<file path="config.mk">
export PLATFORM = sky130hd
export DESIGN_NAME = branch_resolve
export DESIGN_NICKNAME = d
export VERILOG_FILES = /design/src/rtl/branch_resolve.sv
export SDC_FILE = /design/constraint.sdc
export NUM_CORES = 1
export LEC_CHECK = 0
export CAP_MARGIN = 25
export CORE_AREA = 2 2 160 162
export CTS_BUF_LIST = sky130_fd_sc_hd__clkbuf_4 sky130_fd_sc_hd__clkbuf_8 sky130_fd_sc_hd__clkbuf_16
export CTS_CLUSTER_DIAMETER = 80
export DETAILED_ROUTE_END_ITERATION = 8
export DIE_AREA = 0 0 162 164
export PLACE_DENSITY = 0.63
export SYNTH_ARGS = -nofsm -noshare
export SYNTH_HDL_FRONTEND = slang
export SYNTH_SLANG_ARGS = --single-unit
</file>
<file path="constraint.sdc">
create_clock -name clk_i -period 4.8 [get_ports clk_i]
set_input_delay 0.96 -clock clk_i [delete_from_list [all_inputs] [get_ports clk_i]]
set_output_delay 0.96 -clock clk_i [all_outputs]
set_load 0.005 [all_outputs]
</file>
<file path="src/rtl/branch_resolve.sv">
// -----------------------------------------------------------------------------
// branch_resolve
//
// Resolves control transfers for the EX-stage instruction. It owns the fetch
// PC, redirects fetch on taken branches and jumps, and then squashes the IF
// and ID slots for FLUSH_CYCLES unstalled cycles.
//
// Parameters
//   RESET_PC      value loaded into the fetch PC on reset
//   FLUSH_CYCLES  cycles flush_o stays high after a redirect (1..7)
//
// Ports
//   clk_i         clock; all state changes on the rising edge
//   rst_i         synchronous active-high reset
//   stall_i       pipeline hold: freezes PC and flush counter, no resolution
//   valid_i       EX instruction is valid
//   is_branch_i   EX instruction is a conditional branch
//   is_jal_i      EX instruction is JAL
//   is_jalr_i     EX instruction is JALR
//   funct3_i      branch condition code
//   br_less_i     comparator: rs1 < rs2
//   br_equal_i    comparator: rs1 == rs2
//   pc_ex_i       PC of the EX instruction
//   imm_i         sign-extended branch / JAL offset
//   jalr_tgt_i    rs1 + imm sum from the ALU
//   br_unsign_o   comparator unsigned-mode select (combinational)
//   pc_o          registered fetch PC
//   redirect_o    combinational; control transfer taken this cycle
//   target_o      combinational resolved target
//   flush_o       registered; squash IF and ID
//   misalign_o    registered pulse: taken transfer had a misaligned target
//   illegal_o     registered pulse: branch with reserved funct3 (010/011)
//   br_cnt_o      count of resolved legal branches
//   taken_cnt_o   count of redirects caused by branches
// -----------------------------------------------------------------------------
module branch_resolve #(
    parameter logic [31:0] RESET_PC     = 32'h0000_0000,
    parameter int          FLUSH_CYCLES = 2
) (
    input  logic        clk_i,
    input  logic        rst_i,
    input  logic        stall_i,
    input  logic        valid_i,
    input  logic        is_branch_i,
    input  logic        is_jal_i,
    input  logic        is_jalr_i,
    input  logic [2:0]  funct3_i,
    input  logic        br_less_i,
    input  logic        br_equal_i,
    input  logic [31:0] pc_ex_i,
    input  logic [31:0] imm_i,
    input  logic [31:0] jalr_tgt_i,
    output logic        br_unsign_o,
    output logic [31:0] pc_o,
    output logic        redirect_o,
    output logic [31:0] target_o,
    output logic        flush_o,
    output logic        misalign_o,
    output logic        illegal_o,
    output logic [31:0] br_cnt_o,
    output logic [31:0] taken_cnt_o
);

    localparam logic [0:0] ST_RUN   = 1'b0;
    localparam logic [0:0] ST_FLUSH = 1'b1;

    // Counter is loaded with FLUSH_CYCLES-1 and the last flush cycle is the
    // one in which it reads 0, giving exactly FLUSH_CYCLES flush cycles.
    localparam logic [2:0] FLUSH_LOAD = 3'(FLUSH_CYCLES - 1);

    logic [0:0]  state;
    logic [2:0]  flush_cnt;

    logic        resolvable;
    logic        funct3_rsvd;
    logic        br_cond;
    logic        taken;
    logic        tgt_misaligned;
    logic        branch_counted;

    assign br_unsign_o = funct3_i[1];

    // funct3 010 / 011 are reserved encodings for branches.
    assign funct3_rsvd = (funct3_i[2:1] == 2'b01);

    // NOTE: every signal assigned in a combinational block gets a default
    // first, so no path leaves it unassigned and no latch is inferred.
    always_comb begin
        br_cond = 1'b0;
        case (funct3_i)
            3'b000:          br_cond = br_equal_i;
            3'b001:          br_cond = ~br_equal_i;
            3'b100, 3'b110:  br_cond = br_less_i;
            3'b101, 3'b111:  br_cond = ~br_less_i;
            default:         br_cond = 1'b0;
        endcase
    end

    // JALR clears bit 0; branches and JAL are PC-relative.
    assign target_o = is_jalr_i ? (jalr_tgt_i & ~32'h1) : (pc_ex_i + imm_i);

    assign resolvable     = (state == ST_RUN) && valid_i && !stall_i && !rst_i;
    assign taken          = resolvable &&
                            (is_jal_i || is_jalr_i || (is_branch_i && br_cond));
    // Bit 0 is already handled (cleared or architecturally zero); bit 1 set
    // means the target is not word aligned, so the transfer is dropped.
    assign tgt_misaligned = target_o[1];
    assign redirect_o     = taken && !tgt_misaligned;
    assign branch_counted = resolvable && is_branch_i && !funct3_rsvd;

    assign flush_o = (state == ST_FLUSH);

    // NOTE: all state here uses non-blocking assignments so every register
    // samples the pre-edge values of the others, matching flop behaviour.
    always_ff @(posedge clk_i) begin
        if (rst_i) begin
            pc_o        <= RESET_PC;
            state       <= ST_RUN;
            flush_cnt   <= 3'd0;
            misalign_o  <= 1'b0;
            illegal_o   <= 1'b0;
            br_cnt_o    <= 32'd0;
            taken_cnt_o <= 32'd0;
        end else begin
            misalign_o <= taken && tgt_misaligned;
            illegal_o  <= resolvable && is_branch_i && funct3_rsvd;

            if (branch_counted) begin
                br_cnt_o <= br_cnt_o + 32'd1;
            end
            if (redirect_o && is_branch_i) begin
                taken_cnt_o <= taken_cnt_o + 32'd1;
            end

            case (state)
                ST_RUN: begin
                    if (redirect_o) begin
                        pc_o      <= target_o;
                        state     <= ST_FLUSH;
                        flush_cnt <= FLUSH_LOAD;
                    end else if (!stall_i) begin
                        pc_o <= pc_o + 32'd4;
                    end
                end
                default: begin
                    if (!stall_i) begin
                        pc_o <= pc_o + 32'd4;
                        if (flush_cnt == 3'd0) begin
                            state <= ST_RUN;
                        end else begin
                            flush_cnt <= flush_cnt - 3'd1;
                        end
                    end
                end
            endcase
        end
    end

endmodule

</file>
Word level (Yosys, flattened, before mapping)
Index checks and enable logic that the tools add are counted.
{"block": "word_totals", "ram_bits": 0, "ff_bits": 102, "n_memories": 0, "rom_bits": 0, "latch_bits": 0, "in_bits": 108, "out_inout_bits": 133}
{"block": "op_classes", "n_div": 0, "n_mul": 0, "reduce_logical": 23, "addsub": 5, "muxes": 13, "n_shift": 0, "magnitude_cmp": 0, "bitwise": 3, "n_eq_ne": 8}
{"operator": "$mux W32", "n": 4}
{"operator": "$add A32 B1 Y32 const B", "n": 2}
{"operator": "$add A32 B3 Y32 const B", "n": 1}
{"operator": "$add A32 B32 Y32", "n": 1}
{"operator": "$eq A3 B3 Y1 const B", "n": 4}
{"operator": "$mux W3", "n": 4}
{"operator": "$logic_and A1 B1 Y1", "n": 11}
{"operator": "$logic_not A3 Y1", "n": 2}
{"operator": "$logic_not A1 Y1", "n": 4}
{"operator": "$mux W1", "n": 4}
{"operator": "$ne A2 B2 Y1 const B", "n": 2}
{"operator": "$pmux W1 S4", "n": 1}
{"operator": "$reduce_or A2 Y1", "n": 2}
{"operator": "$eq A3 B1 Y1 const B", "n": 1}
{"operator": "$not A1 Y1", "n": 3}
{"operator": "$reduce_and A3 Y1", "n": 1}
{"operator": "$sub A3 B1 Y3 const B", "n": 1}
{"operator": "$eq A2 B1 Y1 const B", "n": 1}
{"operator": "$logic_or A1 B1 Y1", "n": 2}
{"operator": "$reduce_bool A2 Y1", "n": 1}

Logic depth before layout (Yosys ltp)
{"block": "depth", "word_depth": 9, "mapped_depth": 10}

Least setup slack after synthesis
OpenSTA, ideal clock, no wires.
{"block": "synth_timing", "path_type": "input to output", "from": "input pc_ex_i[0]", "to": "output target_o[20]", "stages": 9, "arrival_ns": 3.108, "required_time_ns": 3.840, "path_slack_ns": 0.732, "path_cell_list": "ha_1 fa_1 a21o_1 a311o_1 a31oi_4 a21oi_1 a21boi_0 xor2_1 o21ai_0"}
{"block": "synth_between", "elab_chain_len": 2}
{"element": "start, declared", "line_no": "50", "text": "input logic [31:0] pc_ex_i,"}
{"element": "$add A32 B32 Y32", "line_no": "100", "text": "assign target_o = is_jalr_i ? (jalr_tgt_i & ~32'h1) : (pc_ex_i + imm_i);"}
{"element": "$mux W32", "line_no": "100"}
{"element": "end, declared", "line_no": "56", "text": "output logic [31:0] target_o,"}
Every way passes these cells.

Final worst setup path
Ends and elaborated chain as after synthesis.

==> metrics.log <==
[metrics] count of nets after finishing: 1,356
[metrics] number of stages on the worst setup path: 12
[metrics] final hold violation count: 0
[metrics] Avg Inst Size Synth: 7.91 sq um
[metrics] buffers from clock root to sink, at most: 2
[metrics] library cells used by synthesis: 77
[metrics] Placement Setup Slack: -466 ps
[metrics] detailed-placement wirelength estimate: 19.0 mm
[metrics] Die W: 162 um
[metrics] async set-reset flop share out of synthesis: 0
[metrics] post-synthesis sequential area ratio: 0.277
[metrics] fraction of the mapped netlist area in simple logic gates: 0.305
[metrics] switching part of the total power: 0.306
[metrics] number of global-route vias before repair: 7,490
[metrics] clock slew seen by the registers of the worst setup and hold paths: 80 ps
[metrics] achievable clock frequency: 210 MHz
[metrics] clock root cell: sky130_fd_sc_hd__clkbuf_16
[metrics] iteration-0 DRC count of the detailed router: 428
[metrics] cell area power density: 216 nW/um^2
[metrics] clock sink count: 102
[metrics] series of cell instances along the critical path: dlygate4sd2_1 > ha_2 > fa_2 > a21o_1 > a311o_1 > a31oi_4 > buf_12 > a21oi_2 > a21boi_1 > xor2_1 > o21ai_0 > clkdlybuf4s50_1
[metrics] worst reg2reg endpoint: pc_o[27]$_SDFF_PP0_
[metrics] number of H-tree levels: 3
[metrics] Post-Synth XOR/XNOR Area: 0.114
[metrics] dominant cell type by area after synthesis: sky130_fd_sc_hd__dfxtp_1
[metrics] Max-Slew Margin vs Limit: 0.514
[metrics] Num CTS Buffers: 9
[metrics] Critical Path End Type: output port
[metrics] drt wl/cell: 15.9 um
[metrics] initial antenna violation count: 0
[metrics] antenna diode instance count: 0
[metrics] most common cell after layout, fill and taps aside: sky130_fd_sc_hd__clkdlybuf4s50_1
[metrics] data required time at the worst endpoint: 3840 ps
[metrics] synthesis-stage register bit count: 102
[metrics] largest driver fanout on the critical path: 5
[metrics] top-area cell type share of the netlist area: 0.277
[metrics] wire length after detailed routing: 24.5 mm
[metrics] portion of netlist area occupied by mux cells: 0.0192
[metrics] cells taking the most area after synthesis: sky130_fd_sc_hd__dfxtp_1, sky130_fd_sc_hd__xnor2_1, sky130_fd_sc_hd__ha_1
[metrics] number of antenna-violating nets in the routed design: 0
[metrics] CTS tree: built
[metrics] critical path data arrival time: 3800 ps
[metrics] Worst Setup EP: target_o[20]
[metrics] initial core utilization: 0.297
[metrics] vias after detailed routing: 7,756
[metrics] CP Buf/Inv Count: 3
[metrics] slowest cell on the critical path: sky130_fd_sc_hd__clkdlybuf4s50_1
[metrics] clock network power share: 0.331
[metrics] Die Height: 164 um
[metrics] I/O pins: 241
[metrics] RePlAce Congestion: 0.848
[metrics] count of buffers inserted at the top-level ports: 239
[metrics] Synth Area in Compound Gates: 0.186
[metrics] detailed-route vias per instance: 5.02
[metrics] period utilization: 0.991
[metrics] worst setup path startpoint: pc_ex_i[0]
[metrics] design internal power: 1.64 mW
[metrics] largest vdd supply drop: 0.146 mV
[metrics] origin of the critical flop-to-flop path: flush_o$_SDFF_PP0_
[metrics] number of fillers in the final layout: 2,490
[metrics] Synth Net Count: 1,078
[metrics] worst-case register-to-register setup slack: 2220 ps
[metrics] final number of setup-violating endpoints: 0
[metrics] final critical-path setup slack: 44.8 ps
[metrics] CP top delay family: compound AO/OA/AOI/OAI gates
[metrics] Worst-Skew Late Latency: 360 ps
[metrics] share of final-layout standard cells stronger than drive strength 1: 0.123
[metrics] cell area after synthesis: 7380 sq um
[metrics] CP max stage delay: 530 ps
[metrics] Cell Rows: 58
[metrics] wire length of the first global-routing pass: 39.1 mm
[metrics] sequential group share of total power: 0.372
[metrics] Setup Crit Path Kind: in2out
[metrics] non-filler cells, final: 1,546
[metrics] max-cap violations: 0
[metrics] outcome: finished, final reports clean
[metrics] type of the worst min-delay path: reg2reg
[metrics] Clock Skews: 14.0 ps
[metrics] Total Negative Setup Slacks: 0 ps
[metrics] RSZ-0062 raised after global routing: yes
[metrics] final slew viol count: 0
[metrics] Net Switching: 0.724 mW
[metrics] gate count of the mapped netlist: 933
[metrics] Residual DRC: 0
[metrics] Worst setup SP type: input pin
[metrics] placed cell count: 1,521
[metrics] Leakage: 4.17 nW
[metrics] total grt overflow: 0
[metrics] minimum period implied by the final worst setup slack: 4760 ps
[metrics] commonest cells after routing, fill and taps aside: sky130_fd_sc_hd__clkdlybuf4s50_1, sky130_fd_sc_hd__nor2_1, sky130_fd_sc_hd__nand2_1
[metrics] number of flops mapped to enable cells by yosys: 0
[metrics] dominant synthesized flop cell: sky130_fd_sc_hd__dfxtp_1
[metrics] pin count of the biggest net entering global routing: 65
[metrics] number of iterations in the first detailed-routing pass: 5
[metrics] aggregate global-route resource usage: 0.182
[metrics] dominant combinational cell family by area after synthesis: simple AND/OR/NAND/NOR gates
[metrics] Core Footprint: 24,800 sq um
[metrics] Comb pwr share: 0.297
[metrics] transition time at the pin with the least slew margin: 729 ps
[metrics] number of cells on the worst reg-to-reg path: 9
[metrics] post-synthesis share of cell area spent on full adders, half adders and majority gates: 0.0637
[metrics] Yosys warning total: 0
[metrics] area of the die: 26,600 sq um
[metrics] post-synthesis to final-layout area growth: 48.6%
[power by group through the flow]
stage	clock network (mW)	registers (mW)	logic [mW]
after floorplan	0	0.897	0.316
after global placement	0	0.900	0.674
after detailed placement	0	0.900	0.674
after CTS	0.802	0.880	0.697
after global routing	0.837	0.883	0.763
final	0.785	0.880	0.703
[synth_stat cells (6+ instances only)]
cell type / instances
sky130_fd_sc_hd__buf_2: 6
sky130_fd_sc_hd__a21o_1: 8
sky130_fd_sc_hd__a311oi_1: 8
sky130_fd_sc_hd__nor2b_1: 11
sky130_fd_sc_hd__and4_1: 11
sky130_fd_sc_hd__nor3_1: 24
sky130_fd_sc_hd__o211ai_1: 10
sky130_fd_sc_hd__and2_1: 10
sky130_fd_sc_hd__nand2_1: 106
sky130_fd_sc_hd__ha_1: 36
sky130_fd_sc_hd__a21oi_1: 58
sky130_fd_sc_hd__mux2i_1: 7
sky130_fd_sc_hd__o21a_1: 10
sky130_fd_sc_hd__dfxtp_1: 102
sky130_fd_sc_hd__and3_1: 33
sky130_fd_sc_hd__o21ai_0: 46
sky130_fd_sc_hd__nand3_1: 40
sky130_fd_sc_hd__clkbuf_1: 28
sky130_fd_sc_hd__nand4_1: 20
sky130_fd_sc_hd__nor4_1: 8
sky130_fd_sc_hd__nor2_1: 112
sky130_fd_sc_hd__inv_1: 21
sky130_fd_sc_hd__xnor2_1: 52
sky130_fd_sc_hd__nor3_2: 8
sky130_fd_sc_hd__a211oi_1: 12
sky130_fd_sc_hd__xor2_1: 44
sky130_fd_sc_hd__or3_1: 11
[registers in the layout, indices dropped and copies added (netlist names)]
| signal | count |
|---|---|
| br_cnt_o | 32 |
| taken_cnt_o | 32 |
| misalign_o | 1 |
| flush_o | 1 |
| flush_cnt | 3 |
| pc_o | 32 |
| illegal_o | 1 |
[worst min-delay path by stage]
stage / startpoint / endpoint / slack [ps] / depth (start not counted)
6_report: pc_o[0]$_SDFFE_PP0P_ / pc_o[0]$_SDFFE_PP0P_ / 470 / 2
4_1_cts: pc_o[0]$_SDFFE_PP0P_ / pc_o[0]$_SDFFE_PP0P_ / 470 / 2
5_1_grt: flush_cnt[1]$_SDFFE_PP0P_ / flush_cnt[1]$_SDFFE_PP0P_ / 490 / 2
3_3_place_gp: pc_o[0]$_SDFFE_PP0P_ / pc_o[0]$_SDFFE_PP0P_ / 450 / 2
2_1_floorplan: flush_cnt[1]$_SDFFE_PP0P_ / flush_cnt[1]$_SDFFE_PP0P_ / 440 / 2
3_5_place_dp: pc_o[0]$_SDFFE_PP0P_ / pc_o[0]$_SDFFE_PP0P_ / 460 / 2
[metal layers]
layer  track usage  share of wire
met5             0              0
met4        0.0700          0.023
met3        0.0288          0.050
met2         0.307           0.47
met1         0.234           0.46
[final cells by class]
class                      instances  area, sq um  area share
multi-input combinational        769         5190       0.473
timing repair buffer             306         2930       0.267
sequential                       102         2040       0.186
tap                              330          413      0.0376
clock buffer                       9          225      0.0205
clock inverter                     7         88.8     0.00810
inverter                          23         86.3     0.00787
[worst reg2reg max path, delay by kind of cell (launching register included)]
family                 cells  cell delay (ps)
DFF                        1              420
and+or+nand+nor            6             1250
AOI/OAI and AO/OA          1              370
buffers and inverters      2              440
[repair_timing]
action	in CTS	in global routing
setup buffers	9	1
gates resized for setup	29	25
pin swaps	11	11
hold buffers	0	0
setup endpoints to repair	14	18
[cells by family after synthesis]
group / Yosys count
AO/OA/AOI/OAI: 202
XOR/XNOR: 96
adder cells (fa/ha/maj): 37
buffers and inverters: 62
flip-flops: 102
multiplexers: 13
AND/OR/NAND/NOR: 421
[per-stage QoR]
step	utilization	hold WS (ps)	instance area (sq um)	power, mW
6_report	0.442	467	11000	2.37
4_1_cts	0.440	466	10900	2.38
2_1_floorplan	-	445	7380	1.21
5_1_grt	0.442	492	11000	2.48
3_5_place_dp	0.421	455	10500	1.57
3_3_place_gp	0.421	450	10500	1.57
No activity file was read; power rests on OpenSTA's default activity.
